### src/rtl/mul_issue_queue.sv
// Issue queue and sequencer in front of the iterative radix-4 Booth multiplier:
// buffers requests, launches one at a time, holds operands, captures tagged results.
package mul_issue_queue_pkg;
    localparam int unsigned XLEN = 32;

    typedef enum logic [1:0] {
        MUL_    = 2'd0,
        MULH_   = 2'd1,
        MULHU_  = 2'd2,
        MULHSU_ = 2'd3
    } mul_ops_e;

    typedef enum logic {
        FREE = 1'b0,
        BUSY = 1'b1
    } fu_state_e;
endpackage

module mul_issue_queue #(
    parameter int unsigned XLEN       = mul_issue_queue_pkg::XLEN,
    parameter int unsigned DEPTH      = 4,
    parameter int unsigned TAG_W      = 5,
    parameter int unsigned MUL_CYCLES = 17
) (
    input  logic             clk_i,
    input  logic             rst_i,
    input  logic             flush_i,
    input  logic             in_valid_i,
    output logic             in_ready_o,
    input  logic [XLEN-1:0]  in_op1_i,
    input  logic [XLEN-1:0]  in_op2_i,
    input  logic [1:0]       in_operation_i,
    input  logic [TAG_W-1:0] in_tag_i,
    output logic [XLEN-1:0]  mul_multiplier_o,
    output logic [XLEN-1:0]  mul_multiplicand_o,
    output logic [1:0]       mul_operation_o,
    output logic             mul_clk_en_o,
    input  logic             mul_state_i,
    input  logic [XLEN-1:0]  mul_result_i,
    output logic             out_valid_o,
    input  logic             out_ready_i,
    output logic [XLEN-1:0]  out_result_o,
    output logic [TAG_W-1:0] out_tag_o,
    output logic             busy_o
);
    import mul_issue_queue_pkg::*;

    localparam int unsigned PTR_W = $clog2(DEPTH);
    localparam int unsigned CNT_W = $clog2(DEPTH + 1);
    localparam int unsigned RUN_W = $clog2(MUL_CYCLES);

    typedef struct packed {
        logic [XLEN-1:0]  op1;
        logic [XLEN-1:0]  op2;
        mul_ops_e         op;
        logic [TAG_W-1:0] tag;
    } req_t;

    typedef enum logic [1:0] {
        IDLE   = 2'd0,
        RUN    = 2'd1,
        RESULT = 2'd2,
        DRAIN  = 2'd3
    } state_e;

    req_t             fifo_q [DEPTH];
    req_t             req_in;
    req_t             infl_q,       infl_d;
    state_e           state_q,      state_d;
    logic [RUN_W-1:0] run_cnt_q,    run_cnt_d;
    logic [PTR_W-1:0] wr_ptr_q,     wr_ptr_d;
    logic [PTR_W-1:0] rd_ptr_q,     rd_ptr_d;
    logic [CNT_W-1:0] count_q,      count_d;
    logic             out_valid_q,  out_valid_d;
    logic [XLEN-1:0]  out_result_q, out_result_d;
    logic [TAG_W-1:0] out_tag_q,    out_tag_d;
    logic             clk_en_q,     clk_en_d;
    logic             in_ready_q,   in_ready_d;
    logic             busy_q,       busy_d;

    logic push;
    logic pop;
    logic capture;
    logic run_last;

    // Handshake qualifiers; flush suppresses every one of them.
    always_comb begin
        req_in   = '{op1: in_op1_i, op2: in_op2_i,
                     op: mul_ops_e'(in_operation_i), tag: in_tag_i};
        push     = in_valid_i & in_ready_q & ~flush_i;
        pop      = (state_q == IDLE) & (count_q != '0) & ~flush_i;
        run_last = (run_cnt_q == RUN_W'(MUL_CYCLES - 1));
        capture  = (state_q == RESULT) & (fu_state_e'(mul_state_i) == FREE)
                 & (~out_valid_q | out_ready_i) & ~flush_i;
    end

    // Next-state logic for queue, sequencer and output register.
    always_comb begin
        wr_ptr_d     = wr_ptr_q + PTR_W'(push);
        rd_ptr_d     = rd_ptr_q + PTR_W'(pop);
        count_d      = count_q + CNT_W'(push) - CNT_W'(pop);
        state_d      = state_q;
        run_cnt_d    = run_cnt_q;
        infl_d       = infl_q;
        out_valid_d  = out_valid_q;
        out_result_d = out_result_q;
        out_tag_d    = out_tag_q;

        if (flush_i) begin
            wr_ptr_d = '0;
            rd_ptr_d = '0;
            count_d  = '0;
        end

        case (state_q)
            IDLE: begin
                if (pop) begin
                    infl_d    = fifo_q[rd_ptr_q];
                    run_cnt_d = '0;
                    state_d   = RUN;
                end
            end
            RUN: begin
                // Counter keeps tracking the multiplier even across a flush.
                run_cnt_d = run_last ? '0 : run_cnt_q + RUN_W'(1);
                if (run_last) begin
                    state_d = flush_i ? IDLE : RESULT;
                end else if (flush_i) begin
                    state_d = DRAIN;
                end
            end
            DRAIN: begin
                run_cnt_d = run_last ? '0 : run_cnt_q + RUN_W'(1);
                if (run_last) begin
                    state_d = IDLE;
                end
            end
            RESULT: begin
                if (flush_i || capture) begin
                    state_d = IDLE;
                end
            end
            default: state_d = IDLE;
        endcase

        if (flush_i) begin
            out_valid_d = 1'b0;
        end else if (capture) begin
            out_valid_d  = 1'b1;
            out_result_d = mul_result_i;
            out_tag_d    = infl_q.tag;
        end else if (out_ready_i) begin
            out_valid_d = 1'b0;
        end

        clk_en_d   = (state_d == RUN) | (state_d == DRAIN);
        in_ready_d = (count_d != CNT_W'(DEPTH)) & (state_d != DRAIN);
        busy_d     = (count_d != '0) | (state_d != IDLE) | out_valid_d;
    end

    always_ff @(posedge clk_i) begin
        if (rst_i) begin
            state_q      <= IDLE;
            run_cnt_q    <= '0;
            wr_ptr_q     <= '0;
            rd_ptr_q     <= '0;
            count_q      <= '0;
            infl_q       <= '0;
            out_valid_q  <= 1'b0;
            out_result_q <= '0;
            out_tag_q    <= '0;
            clk_en_q     <= 1'b0;
            in_ready_q   <= 1'b1;
            busy_q       <= 1'b0;
        end else begin
            state_q      <= state_d;
            run_cnt_q    <= run_cnt_d;
            wr_ptr_q     <= wr_ptr_d;
            rd_ptr_q     <= rd_ptr_d;
            count_q      <= count_d;
            infl_q       <= infl_d;
            out_valid_q  <= out_valid_d;
            out_result_q <= out_result_d;
            out_tag_q    <= out_tag_d;
            clk_en_q     <= clk_en_d;
            in_ready_q   <= in_ready_d;
            busy_q       <= busy_d;
        end
    end

    // Queue storage carries no reset; occupancy is tracked by the pointers.
    always_ff @(posedge clk_i) begin
        if (push) begin
            fifo_q[wr_ptr_q] <= req_in;
        end
    end

    assign in_ready_o         = in_ready_q;
    assign mul_multiplier_o   = infl_q.op1;
    assign mul_multiplicand_o = infl_q.op2;
    assign mul_operation_o    = infl_q.op;
    assign mul_clk_en_o       = clk_en_q;
    assign out_valid_o        = out_valid_q;
    assign out_result_o       = out_result_q;
    assign out_tag_o          = out_tag_q;
    assign busy_o             = busy_q;

    // Sequencer and multiplier counter must agree whenever a result is awaited.
    a_result_free: assert property (@(posedge clk_i) disable iff (rst_i)
        (state_q == RESULT) |-> (fu_state_e'(mul_state_i) == FREE));
    a_idle_no_clk: assert property (@(posedge clk_i) disable iff (rst_i)
        (state_q == IDLE) |-> !clk_en_q);
    a_count_range: assert property (@(posedge clk_i) disable iff (rst_i)
        count_q <= CNT_W'(DEPTH));

endmodule
### config.mk
export PLATFORM = sky130hd
export DESIGN_NAME = mul_issue_queue
export DESIGN_NICKNAME = d
export VERILOG_FILES = /design/src/rtl/mul_issue_queue.sv
export SDC_FILE = /design/constraint.sdc
export NUM_CORES = 1
export LEC_CHECK = 0
export ABC_AREA = 1
export BUFFER_PORTS_ARGS = -buffer_cell sky130_fd_sc_hd__buf_2
export CAP_MARGIN = 20
export CORE_UTILIZATION = 50
export CTS_BUF_LIST = sky130_fd_sc_hd__clkbuf_2 sky130_fd_sc_hd__clkbuf_4 sky130_fd_sc_hd__clkbuf_8
export DETAILED_ROUTE_END_ITERATION = 10
export PLACE_DENSITY = 0.71
export SLEW_MARGIN = 20
export SYNTH_ARGS = -nofsm -noshare
export SYNTH_HDL_FRONTEND = slang
export SYNTH_SLANG_ARGS = --single-unit
### constraint.sdc
create_clock -name clk_i -period 9.1 [get_ports clk_i]
set_input_delay 0.91 -clock clk_i [delete_from_list [all_inputs] [get_ports clk_i]]
set_output_delay 0.91 -clock clk_i [all_outputs]
set_load 0.1 [all_outputs]
==> flow_summary.ini <==
[outcome]
run_status = complete, no violations

[cts]
insertion_delay_ns = 0.57
tritoncts = yes
clock_sinks = 410
post_cts.repair.setup_buffers = 0
holdBufCountCts = 0
cts_buffer_count = 66
cts_resizes = 0
clock_tree.htree_level_count = 3
clk_transition_reported_paths_ns = 0.06
buffers_from_clock_root_to_sink_at_most = 3
clockRootBuffer = clkbuf_8

[layout]
layout.core_utilization_pct = 57.9
fillCellCount = 2555
layout_commonest_cell = nor2_1
layout-drive-gt1-share_pct = 21.6
final_design_area_no_fill_um2 = 17900
stdcell_count = 2017
layout-area-overhead-vs-synth_pct = 12.9
mostFrequentLayoutCells = 445 x nor2_1, 284 x edfxtp_1, 267 x o21ai_0, 215 x buf_2, 124 x dfxtp_1
num-nets-final = 1681

[pwr]
ir_drop_uv = 112
cellPowerDensity_nw_per_um2 = 225
post-layout-total-power_mw = 4.03
power_leakage_nw = 6.98

[floorplan]
chipWidth_um = 180
io_pins = 216
die_height_um = 180
floorplan.die_area_um2 = 32400
placeableCoreArea_um2 = 30900
initial_core_util_pct = 51.3
fp-row-count = 64

[timing]
finalSetupViolations = 0
maxSlewViolCount = 0
fin_skew_ns = 0.0231
timing_worst_slew_pin_value_ns = 1.08
post_route_fraction_of_the_period_consumed_by_the_critical_path_pct = 40.7
setup-tns-final_ns = 0
final_critical_path_setup_slack_ns = 5.40
hold-worst-slack_ns = 0.484
min_period_ns = 3.70
worst_slew_margin_rel_pct = 28.2
timing_hold_violations_final = 0
fmax_ghz = 0.270
grt_setup_unrepaired = false

[setup_path]
ff_to_ff_path_depth = 15
setup.worst_path.start_class = flip-flop
critical_path_arrival_ns = 4.15
critical_path.endpoint_type = flip-flop
critical_path_class = reg -> reg
reg2reg_setup_slack_ns = 5.40
r2r-start = state_q[0]
worst_path_largest_cell_delay_ns = 0.80
max_stage_delay_cell_worst_path = inv_4
crit_path_max_fanout = 78
timing.critical_path.to = busy_o
crit_path_cell_trace = inv_4 -> nand2_1 -> nor2_2 -> nand2_4 -> inv_4 -> ha_1 -> inv_1 -> ha_1 -> inv_1 -> fa_1 -> nand2_1 -> o21bai_1 -> nand3_1 -> nor2_1 -> nor2_1
required_ns = 9.55
worst_setup_path_startpoint = state_q[0]
crit-reg2reg-capture = busy_o

[logic_synthesis]
postSynthNetCount = 1537
netlist-cell-type-count = 30
synth_warnings = 0
most_instantiated_flip_flop_cell_in_the_synthesis_netlist = edfxtp_1
synth_enable_flop_cells = 284
ys_seq_area_share_pct = 69.7
synth.ff_latch_count = 410
async_reset_ff_share_pct = 0
post_synth_instance_area_um2 = 15900
syn_inst = 1421
syn-mean-instance-area_um2 = 11.2

[global_routing]
maximum_number_of_pins_on_one_net_before_global_route_repair = 104
grt_pass1_wl_mm = 51.5
grt_pass1_vias = 10000
overflow = 0
antenna_found_initial = 5
grt_util_all_layers_pct = 20.0

[placement]
place_area_um2 = 16500
dp_hpwl_mm = 18.4
io_buffer_count = 215
gp_congestion = 0.738
post-place-cells = 1893
preCtsSetupSlack_ns = 4.81

[detailed_routing]
ant_nets = 0
post-route-drc-count = 0
via_count = 10400
drt_pre_antenna_iters = 5
via_per_instance_ratio = 5.16
drt_first_iter_violations = 673
wirelength_mm = 32.4
wl_per_cell_um = 16.1

[min_path]
min_delay_path_depth = 2
hp-class = reg -> reg

[run]
maxCapViolations = 0
==> layer usage <==
| layer | share of wire, % | up-vias | GRT usage [%] |
|---|---|---|---|
| li1 | - | 5114 | - |
| met1 | 42 | 4935 | 24.4 |
| met2 | 49 | 301 | 34.3 |
| met3 | 6.4 | 51 | 5.19 |
| met4 | 1.7 | 4 | 7.35 |
| met5 | 0.093 | - | 0 |
==> cells in the mapped netlist, drive strengths merged (2+ instances only) <==
cell | n | share of area, %
o21bai | 2 | 0.095
nor3 | 6 | 0.19
a21oi | 8 | 0.25
dfxtp | 126 | 16
ha | 6 | 0.47
o21ai | 323 | 10
nor2 | 447 | 11
xnor2 | 2 | 0.11
clkbuf | 31 | 0.75
edfxtp | 284 | 54
buf | 118 | 5.5
nand3 | 14 | 0.52
inv | 27 | 0.67
nand2 | 23 | 0.61
==> critical path: cells and delay by family, from the launching register on <==
kind                       cells  cell delay, ns
adders and majority gates      3            1.03
and+or+nand+nor                7            1.01
buffers and inverters          4            1.03
DFF                            1            0.36
AOI/OAI and AO/OA              1            0.13
==> layout make-up <==
type,instances,area (um^2),area share [%]
Antenna cell,4,10.0,0.0559
Clock buffer,96,1210,6.75
Clock inverter,24,148,0.825
Inverter,27,110,0.615
Multi-Input combinational cell,835,3720,20.8
Sequential cell,410,11100,61.8
Tap cell,396,495,2.77
Timing Repair Buffer,225,1150,6.43
==> flip-flops by register name (all words and copies together) (netlist names) <==
| name | flops |
|---|---|
| busy_o | 1 |
| count_q | 3 |
| fifo_q | 284 |
| in_ready_o | 1 |
| infl_q | 5 |
| mul_clk_en_o | 1 |
| mul_multiplicand_o | 32 |
| mul_multiplier_o | 32 |
| mul_operation_o | 2 |
| out_result_o | 32 |
| out_tag_o | 5 |
| out_valid_o | 1 |
| rd_ptr_q | 2 |
| run_cnt_q | 5 |
| state_q | 2 |
| wr_ptr_q | 2 |
==> worst min path at each step <==
stage | startpoint | to | slack, ns
after floorplan | infl_q[0] | out_tag_o[0] | 0.45
after global routing | infl_q[3] | out_tag_o[3] | 0.50
after global placement | infl_q[1] | out_tag_o[1] | 0.46
after CTS | infl_q[3] | out_tag_o[3] | 0.49
after detailed placement | infl_q[3] | out_tag_o[3] | 0.47
final | infl_q[1] | out_tag_o[1] | 0.48
==> report_power, final <==
group          leakage (nW)  internal (mW)  switching [mW]
Combinational          2.66         0.0725           0.308
Sequential             3.60           2.04          0.0195
Clock                 0.718          0.888           0.696
==> cell families after synthesis <==
group,synth area share (%)
adders and majority gates,0.600
and+or+nand+nor,12.0
xor gates and xnor gates,0.166
AOI/OAI and AO/OA,10.6
DFF,69.7
buffers and inverters,6.94
(Power assumes the default switching activity.)
